### config.mk
export PLATFORM = sky130hd
export DESIGN_NAME = serial_addsub_flat
export DESIGN_NICKNAME = d
export VERILOG_FILES = /design/src/rtl/serial_addsub_if.sv /design/src/rtl/serial_addsub.sv /design/src/flat_wrapper.sv
export SDC_FILE = /design/constraint.sdc
export NUM_CORES = 1
export LEC_CHECK = 0
export ABC_AREA = 1
export BUFFER_PORTS_ARGS = -buffer_cell sky130_fd_sc_hd__buf_4
export CORE_MARGIN = 10
export CORE_UTILIZATION = 42
export CTS_CLUSTER_SIZE = 20
export DETAILED_ROUTE_END_ITERATION = 12
export PLACE_DENSITY_LB_ADDON = 0.25
export SETUP_SLACK_MARGIN = 0.5
export SLEW_MARGIN = 10
export SYNTH_ARGS = -nofsm -noshare
export SYNTH_HDL_FRONTEND = slang
export SYNTH_SLANG_ARGS = --single-unit
### constraint.sdc
create_clock -name clock -period 7.1 [get_ports clock]
set_clock_uncertainty 0.05 [all_clocks]
set_input_delay 1.065 -clock clock [delete_from_list [all_inputs] [get_ports clock]]
set_output_delay 1.065 -clock clock [all_outputs]
set_load 0.05 [all_outputs]
### src/rtl/serial_addsub_if.sv
// Operand/result bundle and soc/eoc handshake for the serial adder/subtractor.
// The master side starts operations; the slave side is the arithmetic block.
interface serial_addsub_if #(
  parameter int N = 8
) ();
  logic         soc;
  logic         op;
  logic [N-1:0] x;
  logic [N-1:0] y;
  logic         c_in;
  logic [N-1:0] s;
  logic         c_out;
  logic         ow;
  logic         eoc;

  modport master (
    output soc, op, x, y, c_in,
    input  s, c_out, ow, eoc
  );

  modport slave (
    input  soc, op, x, y, c_in,
    output s, c_out, ow, eoc
  );
endinterface

### src/rtl/serial_addsub.sv
// Multi-cycle N-bit add/subtract working K bits per clock, with registered
// sum/difference, carry/borrow and two's-complement overflow outputs.
module serial_addsub #(
  parameter int N = 8,
  parameter int K = 2
) (
  input logic           clock,
  input logic           reset_,
  serial_addsub_if.slave bus
);
  // state | meaning
  // IDLE  | waiting for soc, eoc = 1
  // RUN   | one K-bit slice per clock, eoc = 0
  // DONE  | result valid, waiting for soc to drop, eoc = 1

  localparam int SLICES = (K >= 1) ? (N / K) : 1;
  localparam int CW     = (SLICES > 1) ? $clog2(SLICES) : 1;

  generate
    if (K < 1) begin : g_bad_k
      $error("serial_addsub: K must be at least 1");
    end else if ((N % K) != 0) begin : g_bad_nk
      $error("serial_addsub: N must be a multiple of K");
    end
  endgenerate

  typedef enum logic [1:0] {
    IDLE = 2'd0,
    RUN  = 2'd1,
    DONE = 2'd2
  } state_t;

  state_t        state_q, state_d;
  logic [CW-1:0] cnt_q, cnt_d;
  logic [N-1:0]  x_q, x_d;
  logic [N-1:0]  y_q, y_d;
  logic          op_q, op_d;
  logic          carry_q, carry_d;
  logic [N-1:0]  acc_q, acc_d;
  logic [N-1:0]  s_q, s_d;
  logic          c_out_q, c_out_d;
  logic          ow_q, ow_d;

  int            base;
  logic [K-1:0]  xs;
  logic [K-1:0]  ys;
  logic [K:0]    slice_sum;
  logic [N-1:0]  acc_upd;

  always_comb begin
    base      = int'(cnt_q) * K;
    xs        = x_q[base +: K];
    ys        = y_q[base +: K];
    // Subtract is x + ~y + 1 with the borrow-in folded into the initial carry.
    slice_sum = {1'b0, xs} + {1'b0, (op_q ? ~ys : ys)} + {{K{1'b0}}, carry_q};
    acc_upd   = acc_q;
    acc_upd[base +: K] = slice_sum[K-1:0];
  end

  always_comb begin
    state_d = state_q;
    cnt_d   = cnt_q;
    x_d     = x_q;
    y_d     = y_q;
    op_d    = op_q;
    carry_d = carry_q;
    acc_d   = acc_q;
    s_d     = s_q;
    c_out_d = c_out_q;
    ow_d    = ow_q;

    case (state_q)
      IDLE: begin
        if (bus.soc) begin
          x_d     = bus.x;
          y_d     = bus.y;
          op_d    = bus.op;
          carry_d = bus.c_in ^ bus.op;
          cnt_d   = '0;
          state_d = RUN;
        end
      end
      RUN: begin
        acc_d   = acc_upd;
        carry_d = slice_sum[K];
        cnt_d   = cnt_q + CW'(1);
        if (cnt_q == CW'(SLICES - 1)) begin
          s_d     = acc_upd;
          c_out_d = slice_sum[K] ^ op_q;
          if (op_q) begin
            ow_d = (x_q[N-1] != y_q[N-1]) && (acc_upd[N-1] != x_q[N-1]);
          end else begin
            ow_d = (x_q[N-1] == y_q[N-1]) && (acc_upd[N-1] != x_q[N-1]);
          end
          cnt_d   = '0;
          state_d = bus.soc ? DONE : IDLE;
        end
      end
      DONE: begin
        if (!bus.soc) begin
          state_d = IDLE;
        end
      end
      default: begin
        state_d = IDLE;
      end
    endcase
  end

  always_ff @(posedge clock or negedge reset_) begin
    if (!reset_) begin
      state_q <= IDLE;
      cnt_q   <= '0;
      x_q     <= '0;
      y_q     <= '0;
      op_q    <= 1'b0;
      carry_q <= 1'b0;
      acc_q   <= '0;
      s_q     <= '0;
      c_out_q <= 1'b0;
      ow_q    <= 1'b0;
    end else begin
      state_q <= state_d;
      cnt_q   <= cnt_d;
      x_q     <= x_d;
      y_q     <= y_d;
      op_q    <= op_d;
      carry_q <= carry_d;
      acc_q   <= acc_d;
      s_q     <= s_d;
      c_out_q <= c_out_d;
      ow_q    <= ow_d;
    end
  end

  assign bus.s     = s_q;
  assign bus.c_out = c_out_q;
  assign bus.ow    = ow_q;
  assign bus.eoc   = (state_q != RUN);

endmodule

### src/flat_wrapper.sv
// flat-port wrapper written by rule: the top's interface ports become plain ports
module serial_addsub_flat 
#(
  parameter int N = 8,
  parameter int K = 2
)
  (clock, reset_, bus_soc, bus_op, bus_x, bus_y, bus_c_in, bus_s, bus_c_out, bus_ow, bus_eoc);
  serial_addsub_if #(.N(N)) bus_i ();
  input logic clock;
  input logic reset_;
  input wire logic [$bits(bus_i.soc)-1:0] bus_soc;
  input wire logic [$bits(bus_i.op)-1:0] bus_op;
  input wire logic [$bits(bus_i.x)-1:0] bus_x;
  input wire logic [$bits(bus_i.y)-1:0] bus_y;
  input wire logic [$bits(bus_i.c_in)-1:0] bus_c_in;
  output wire logic [$bits(bus_i.s)-1:0] bus_s;
  output wire logic [$bits(bus_i.c_out)-1:0] bus_c_out;
  output wire logic [$bits(bus_i.ow)-1:0] bus_ow;
  output wire logic [$bits(bus_i.eoc)-1:0] bus_eoc;
  assign bus_i.soc = bus_soc;
  assign bus_i.op = bus_op;
  assign bus_i.x = bus_x;
  assign bus_i.y = bus_y;
  assign bus_i.c_in = bus_c_in;
  assign bus_s = bus_i.s;
  assign bus_c_out = bus_i.c_out;
  assign bus_ow = bus_i.ow;
  assign bus_eoc = bus_i.eoc;
  serial_addsub #(.N(N), .K(K)) u_core (.clock(clock), .reset_(reset_), .bus(bus_i));
endmodule
; ---- Word-level counts from Yosys, hierarchy flattened
; Cells that the tools add are included.
[totals]
word_cells = 52
ramBits = 0
latch_bits = 0
mem_bits_ro = 0
regBits = 40
mem_count = 0
[classes]
order_cmp = 0
n_reduce_logical = 8
eq_ne = 10
div = 0
n_shift = 4
mux = 13
add_sub_neg = 4
n_mul = 0
bitwise_logic = 3
[op_table]
columns = op, count
row1 = negation 3 -> 33 bit, 1
row2 = variable shift 2 x 33 -> 8 bit (first input constant), 1
row3 = indexed part select 2 x 33 -> 8 bit, 1
row4 = indexed part select 8 x 4 -> 2 bit, 2
row5 = two-way mux 2 bit, 7
row6 = bitwise mux 8 bit, 1
row7 = case mux 2 bit (3 select lines), 1
row8 = AND reduction 2 bit, 3
row9 = == test 2 bit (second input constant), 2
row10 = != test 2 x 1 -> 1 bit (second input constant), 2
row11 = != test 2 bit (second input constant), 2
row12 = case mux 2 bit (2 select lines), 1
row13 = adder 2 x 2 -> 3 bit, 1
row14 = adder 3 x 1 -> 3 bit, 1
row15 = AND reduction 3 bit, 1
row16 = adder 2 x 1 -> 2 bit (second input constant), 1
row17 = == test 2 x 1 -> 1 bit (second input constant), 1
row18 = logical AND 1 bit, 2
row19 = logical NOT 2 bit, 1
row20 = two-way mux 1 bit, 2
row21 = != test 1 bit, 2
row22 = inverter 2 bit, 1
row23 = case mux 1 bit (2 select lines), 1
row24 = nonzero test 2 bit, 1
row25 = 2 further kinds, 3

; ---- Longest topological paths before layout
; Gate-level depths: netlist of run 1.
[depth]
word_depth = 10
mapped_depth = 15
mapped_depth_nobuf = 14

; ---- Worst setup path before layout of run 1
; Ideal clock, no wire load.
[synth_path]
kind = register to register
from = register u_core.cnt_q[0]
to = register u_core.ow_q (netlist: u_core.bus.ow)
t_arrival_ns = 2.360
n_path_buf = 1
stages_incl_launch_ff = 16
setup_slack_ns = 4.572
t_required_ns = 6.932
path_cell_list = dfrtp_1 > buf_2 > inv_2 > nand2_1 > nand3_1 > nand2_1 > xor2_1 > fa_1 > inv_1 > fa_1 > nor2_1 > nand3_1 > nand2_1 > nand2_1 > nand3_1 > nand2_1
[synth_via]
elab_chain_cells = 10
word_cells_on_any_way = 16
[synth_lines]
columns = item, line_no
row1 = start: declaration, serial_addsub.sv:34  ; logic [CW-1:0] cnt_q, cnt_d;
row2 = start signal: assignment, serial_addsub.sv:124  ; cnt_q <= cnt_d;
row3 = indexed part select 8 x 4 -> 2 bit, serial_addsub.sv:53  ; ys = y_q[base +: K];
row4 = inverter 2 bit, serial_addsub.sv:55  ; slice_sum = {1'b0, xs} + {1'b0, (op_q ? ~ys : ys)} + {{K{1'b0}}, carry_q};
row5 = two-way mux 2 bit, serial_addsub.sv:55
row6 = adder 2 x 2 -> 3 bit, serial_addsub.sv:55
row7 = adder 3 x 1 -> 3 bit, serial_addsub.sv:55
row8 = indexed part select 2 x 33 -> 8 bit, serial_addsub.sv:57  ; acc_upd[base +: K] = slice_sum[K-1:0];
row9 = bitwise mux 8 bit, serial_addsub.sv:57
row10 = != test 1 bit, "serial_addsub.sv:91, serial_addsub.sv:93"
row11 = "logical AND 1 bit, on equally long branches", "serial_addsub.sv:93, serial_addsub.sv:91"
row12 = two-way mux 1 bit, serial_addsub.sv:90  ; if (op_q) begin
row13 = end signal: assignment, serial_addsub.sv:132  ; ow_q <= ow_d;
row14 = end: declaration, serial_addsub.sv:42  ; logic ow_q, ow_d;
; Several ways; a longest one is shown, not always the timed one.
; A chain may end at the register's enable or synchronous reset.

; ---- Final worst setup path of run 1
; Same ends and word-level chain as after synthesis.

==> results of run 1 <==
[final cells by class]
type / count / share of cell area [%]
Multi-Input combinational cell: 180 / 37.4
Clock inverter: 1 / 0.215
Tap cell: 54 / 2.90
Inverter: 21 / 3.38
Sequential cell: 40 / 43.0
Timing Repair Buffer: 31 / 9.99
Clock buffer: 6 / 3.11
[critical path, delay by kind of cell (launching register included)]
family | cells | cell delay [ns]
AND/OR/NAND/NOR | 9 | 0.88
adder cells (fa/ha/maj) | 2 | 0.80
flip-flops | 1 | 0.69
buffers and inverters | 2 | 0.29
XOR/XNOR | 1 | 0.08
[cell usage in the layout (no fill, tap or decap), drive strengths merged]
cell type    n
clkinv       2
nor2        11
nand2      122
nand4        1
xor2         4
nor3         1
buf         31
nand3        9
o22ai        5
fa           2
inv         20
ha           6
dfrtp       40
clkbuf       6
o21a         1
o21ai       13
a21oi        2
o211ai       1
a31oi        2
[how the worst min path moves through the flow]
stage,from,end,slack [ns],cells after the start
detailed placement,u_core.x_q[4],u_core.x_q[4],0.41,2
CTS,u_core.x_q[4],u_core.x_q[4],0.43,2
global route,u_core.x_q[0],u_core.x_q[0],0.46,2
floorplan,u_core.x_q[0],u_core.x_q[0],0.39,2
finish,u_core.x_q[4],u_core.x_q[4],0.43,2
global placement,u_core.y_q[5],u_core.y_q[5],0.41,2
[routing by layer]
| layer | up-vias | share of wire, % | wire (microns) | global-route usage (%) |
|---|---|---|---|---|
| li1 | 834 | - | - | - |
| met1 | 714 | 46 | 1890 | 13.8 |
| met2 | 30 | 47 | 1900 | 18.9 |
| met3 | 7 | 5.0 | 205 | 4.01 |
| met4 | 0 | 1.7 | 70 | 4.34 |
| met5 | - | 0 | 0 | 0 |
[sequential cells by signal, indices dropped and copies added, names as in the netlist]
signal	count
u_core.state_q	2
u_core.bus.s	8
u_core.bus.ow	1
u_core.y_q	8
u_core.op_q	1
u_core.cnt_q	2
u_core.carry_q	1
u_core.acc_q	8
u_core.x_q	8
u_core.bus.c_out	1
[logic make-up after synthesis]
| group | count (synthesis) | synth area share, % |
|---|---|---|
| compound gates | 24 | 6.81 |
| buf+inv | 29 | 7.36 |
| flops | 40 | 49.5 |
| fa+ha+maj | 8 | 5.69 |
| xor+xnor | 4 | 1.73 |
| simple gates | 144 | 28.9 |
[power groups by stage]
stage,Clock (mW),Combinational (mW),Sequential [mW]
after floorplan,0,0.423,0.471
after global placement,0,0.614,0.411
after detailed placement,0,0.629,0.412
after CTS,0.146,0.630,0.409
after global routing,0.158,0.711,0.424
final,0.141,0.617,0.407
==> implementation parameters, run 1 <==
Parameter                              Value

Placed design
  Post-placement setup slack ... 4.19 ns
  Input/output buffers ... 31
  Post-DP HPWL ... 3.00 mm
  GP Congestion ... 0.850
  Placed standard-cell area ... 2250 sq um
  Placed Cells incl. Taps ... 326

Synthesis
  Async set-or-reset flop fraction in the synthesized netlist ... 100%
  List of most frequent post-synthesis cells ... sky130_fd_sc_hd__nand2_1, sky130_fd_sc_hd__dfrtp_1, sky130_fd_sc_hd__inv_1, sky130_fd_sc_hd__o21ai_0, sky130_fd_sc_hd__nor2_1
  Cell with the most instances after synthesis ... sky130_fd_sc_hd__nand2_1
  Post-Synthesis Cell Area ... 2020 sq um
  Sequential element share of the synthesized area ... 49.5%
  Top cell type's share of synthesized area ... 49.5%
  Syn_nets ... 278
  Number of enable-type register cells in the synthesized netlist ... 0
  Cell type with the highest aggregate area in the netlist ... sky130_fd_sc_hd__dfrtp_1
  Most frequently used flop master after synthesis ... sky130_fd_sc_hd__dfrtp_1
  Synthesized instance count ... 249
  Cell types with the largest area share after synthesis ... sky130_fd_sc_hd__dfrtp_1, sky130_fd_sc_hd__nand2_1, sky130_fd_sc_hd__ha_1, sky130_fd_sc_hd__inv_1, sky130_fd_sc_hd__o21ai_0
  Mean area per synthesized cell ... 8.12 sq um
  Total of warnings raised by yosys ... 0
  #FFs+latches synth ... 40
  Unique cell type count in the Yosys netlist ... 25

Pwr
  Portion of total power attributed to the clock network ... 12.1%
  Internal portion of total power ... 0.604 mW
  Flop pwr share ... 34.9%
  Share of total power in combinational logic ... 52.9%
  Net switching fraction of the power ... 48.2%
  Switching power summed over all nets ... 0.562 mW
  Maximum ir drop on the vdd rail ... 0.000200 V
  Leakage power total ... 1.23 nW
  Total power divided by cell area ... 501 nW/um^2
  Post-layout total power ... 1.17 mW

CTS
  Worst-skew pair later-pin latency ... 0.29 ns
  Count of cells resized by post-cts repair ... 0
  CTS hold repair buffers ... 0
  Clock tree from TritonCTS ... done
  Deepest clock path buffer count ... 2
  H-tree depth reported by CTS ... 2
  Clk sink count ... 40
  Clock Tree Root ... sky130_fd_sc_hd__clkbuf_8
  CTS clock-pin slew for the worst setup and hold paths ... 0.07 ns
  Post-CTS setup buffer count ... 0
  CTS Buf Count ... 5

Critical path
  Origin of the worst setup path ... u_core.cnt_q[0]
  Cell breakdown of the critical path ... inv_2 -> nand2_1 -> nand3_1 -> nand2_1 -> xor2_1 -> fa_1 -> inv_1 -> fa_1 -> nor2_1 -> nand3_1 -> nand2_1 -> nand2_1 -> nand3_1 -> nand2_1
  Worst Reg-to-Reg Cells ... 14
  Most frequent cell on the critical path ... sky130_fd_sc_hd__nand2_1
  Slowest cell on the critical path ... sky130_fd_sc_hd__dfrtp_1
  Worst reg2reg path startpoint ... u_core.cnt_q[0]
  Maximum fanout along the worst path ... 19
  Data required time of the critical path ... 7.24 ns
  Nature of the critical path endpoint ... flop
  Endpoint of the worst-slack reg-to-reg timing path ... u_core.bus.ow
  Category of the worst setup path launch point ... flop
  Worst-case register-to-register setup slack ... 4.20 ns
  Worst Setup Path Type ... reg2reg
  Worst setup endpoint ... u_core.bus.ow
  Biggest cell delay along the critical path ... 0.69 ns
  Data arrival time of the worst path ... 3.04 ns

Hold path
  Tightest Hold Check Type ... reg2reg

Die
  Die width ... 89.4 microns
  Vertical extent of the die ... 89.4 microns
  Area of the placeable core ... 4690 sq um
  Row count ... 25
  Number of top-level pins ... 32
  Starting utilization of the core area ... 43.1%
  Floorplan die area ... 7990 sq um

Timing
  Final Critical Period ... 2.90 ns
  Relative slew slack ... 47.1%
  Setup repair after global routing missed its margin ... false
  Top achievable clock speed ... 345 MHz
  Slew Viols, Final ... 0
  Period utilization ... 40.9%
  Slew at the pin with the worst max-slew slack ... 0.791 ns
  Hold WS ... 0.425 ns
  Final WS setup ... 4.20 ns
  Aggregate negative setup slack ... 0 ns
  Final-report setup violation count ... 0
  Hold Vio Cnt, Final ... 0

Layout
  Register area ... 1000 sq um
  Number of antenna repair diodes ... 0
  Filler instances ... 463
  Finished Layout Cells ... 333
  Share of cells above drive strength 1 ... 16.1%
  Final layout net count ... 308
  Fin area ... 2330 sq um
  Share of the core filled with cells ... 49.7%
  Area added between synthesis and finish ... 15.2%
  Multi-input gate area in the final layout ... 872 sq um

Flow run
  Max Cap Viol ... 0

Routing
  1st-pass router iterations ... 4
  DR vias/cell ... 4.76
  1st-iter DRT viols ... 47
  DRT Wirelength ... 4.06 mm
  DR vias ... 1,585
  Residual DRC count ... 0
  Final ANT Viol Nets ... 0
  Detailed-route wire length per cell ... 12.2 microns

Global route
  Congestion Overflow GR ... 0
  Via count of the first global-routing pass ... 1,646
  Global-route wire length before repair ... 7.28 mm
  Antenna violations before repair ... 0
  Largest net degree at the start of global routing ... 41
  Aggregate global-route resource usage ... 11.6%

Outcome
  Status ... complete, no violations
(Power assumes the default switching activity.)
==> run 2: changes to the inputs <==
clock period = 2.8 ns   (was 7.1 ns; I/O delays follow)
==> implementation parameters, run 2 (synthesis results as in run 1) <==
Parameter                              Value

Die
  Number of top-level pins ... 32 (unchanged)
  Vertical extent of the die ... 89.4 microns (unchanged)
  Die width ... 89.4 microns (unchanged)
  Starting utilization of the core area ... 43.1% (unchanged)
  Area of the placeable core ... 4690 sq um (unchanged)
  Row count ... 25 (unchanged)
  Floorplan die area ... 7990 sq um (unchanged)

Timing
  Hold Vio Cnt, Final ... 0 (unchanged)
  Aggregate negative setup slack ... 0 ns (unchanged)
  Final-report setup violation count ... 0 (unchanged)
  Period utilization ... 85.7% (+45 points)
  Slew at the pin with the worst max-slew slack ... 0.501 ns (-0.290 ns)
  Slew Viols, Final ... 0 (unchanged)
  Top achievable clock speed ... 417 MHz (+21%)
  Final Critical Period ... 2.40 ns (-0.503 ns)
  Setup repair after global routing missed its margin ... true
  Relative slew slack ... 66.6% (+19 points)
  Final WS setup ... 0.401 ns (-3.80 ns)
  Hold WS ... 0.0374 ns (-0.388 ns)

Critical path
  Maximum fanout along the worst path ... 5 (-14)
  Worst Setup Path Type ... reg2reg
  Biggest cell delay along the critical path ... 0.47 ns (-0.22 ns)
  Slowest cell on the critical path ... sky130_fd_sc_hd__dfrtp_2
  Cell breakdown of the critical path ... buf_4 -> o21ai_2 -> o22ai_2 -> fa_2 -> inv_2 -> fa_2 -> nor2_4 -> nand3_2 -> nand2_2 -> nand2_1 -> nand3_1 -> nand2_1
  Data arrival time of the worst path ... 2.54 ns (-0.50 ns)
  Category of the worst setup path launch point ... flop
  Data required time of the critical path ... 2.94 ns (-4.30 ns)
  Kind of cell adding the most delay to the critical path ... adder cells
  Nature of the critical path endpoint ... flop
  Buffers & Inverters on Critical Path ... 2 (unchanged)

Global route
  Antenna violations before repair ... 0 (unchanged)
  Largest net degree at the start of global routing ... 41 (unchanged)
  Congestion Overflow GR ... 0 (unchanged)
  Busiest grt layer ... met2
  Met3 Resource Use GR ... 3.56% (-0.46 points)
  Global-route track usage on met1 ... 14.5% (+0.66 points)
  Met2 Use GR ... 18.9% (unchanged)
  Aggregate global-route resource usage ... 11.9% (+0.31 points)
  Via count of the first global-routing pass ... 1,622 (-1.5%)
  Global-route wire length before repair ... 7.42 mm (+2.0%)

Flow run
  Max Cap Viol ... 0 (unchanged)

Routing
  1st-pass router iterations ... 4 (unchanged)
  1st-iter DRT viols ... 49 (+4.3%)
  Final ANT Viol Nets ... 0 (unchanged)
  Residual DRC count ... 0 (unchanged)
  DR vias ... 1,606 (+1.3%)
  DR vias/cell ... 4.72 (-0.76%)
  Detailed-route wire length per cell ... 12.5 microns (+2.7%)
  DRT Wirelength ... 4.26 mm (+4.9%)

Placed design
  Post-placement setup slack ... 0.199 ns (-3.99 ns)
  GP Congestion ... 0.832 (-2.1%)
  Placed Cells incl. Taps ... 329 (+0.92%)
  Post-DP HPWL ... 3.11 mm (+3.5%)
  Input/output buffers ... 31 (unchanged)
  Placed standard-cell area ... 2320 sq um (+3.0%)

Layout
  Final layout net count ... 315 (+2.3%)
  Share of cells above drive strength 1 ... 26.6% (+10 points)
  Finished Layout Cells ... 340 (+2.1%)
  Most used cells in the layout excluding fill and tap cells ... sky130_fd_sc_hd__nand2_1, sky130_fd_sc_hd__dfrtp_1, sky130_fd_sc_hd__buf_4
  Fin area ... 2490 sq um (+7.0%)
  Area added between synthesis and finish ... 23.3%
  Share of the core filled with cells ... 53.1% (+3.5 points)
  Number of antenna repair diodes ... 0 (unchanged)
  Most common library cell in the layout ignoring fill and taps ... sky130_fd_sc_hd__nand2_1

CTS
  Worst-skew pair later-pin latency ... 0.30 ns (about the same)
  CTS hold repair buffers ... 0 (unchanged)
  Clock Tree Root ... sky130_fd_sc_hd__clkbuf_8
  CTS Buf Count ... 5 (unchanged)
  Clock tree from TritonCTS ... done
  H-tree depth reported by CTS ... 2 (unchanged)
  CTS clock-pin slew for the worst setup and hold paths ... 0.07 ns (about the same)
  Clk sink count ... 40 (unchanged)
  Deepest clock path buffer count ... 2 (unchanged)

Outcome
  Status ... complete, no violations

Pwr
  Maximum ir drop on the vdd rail ... 0.000493 V (+150%)
  Post-layout total power ... 3.30 mW (+180%)
  Leakage power total ... 1.29 nW (+4.4%)
  Total power divided by cell area ... 1320 nW/um^2 (+160%)

Hold path
  Tightest Hold Check Type ... in2async
run 2: cell types whose count changed in the layout (fill, tap and decap cells not counted), sizes merged:
cell,before,now
buf,31,38
run 2: cell type report:
class	instances	area (sq um)
repair buffers	38	297
well taps	54	67.6
multi-input cells	180	962
clock buffers	6	72.6
clock inverters	1	5.00
flip-flops and latches	40	1000
inverters	21	86.3
fillers	450	2200
run 2: per-layer routing:
metal | part of all wire (%) | vias to the layer above
met4 | 1.9 | 0
met5 | 0 | -
met1 | 48 | 721
li1 | - | 847
met2 | 46 | 30
met3 | 4.6 | 8
run 2: power by group:
group / internal, mW / total, mW / switching, mW
logic: 0.714 / 1.92 / 1.20
registers: 0.838 / 1.02 / 0.181
clock network: 0.169 / 0.364 / 0.195
total: 1.72 / 3.30 / 1.58
run 2: repair_timing:
action | in CTS | in global routing
gates resized for setup | 7 | 13
setup buffers | 4 | 0
setup endpoints to repair | 9 | 9
gates cloned | 0 | 0
pin swaps | 9 | 8
run 2: worst paths after layout:
check | startpoint | endpoint | slack, ns | cells past startpoint
setup / recovery | u_core.cnt_q[0] | u_core.bus.ow | 0.40 | 12
hold / removal | reset_ | u_core.bus.s[4] | 0.04 | 1
setup reg to reg | u_core.cnt_q[0] | u_core.bus.ow | 0.40 | 12
hold reg to reg | u_core.bus.s[6] | u_core.bus.s[6] | 0.43 | 2
max in group asynchronous | reset_ | u_core.cnt_q[0] | 2.29 | 1
min in group clock | bus_x[4] | u_core.x_q[4] | 0.27 | 3
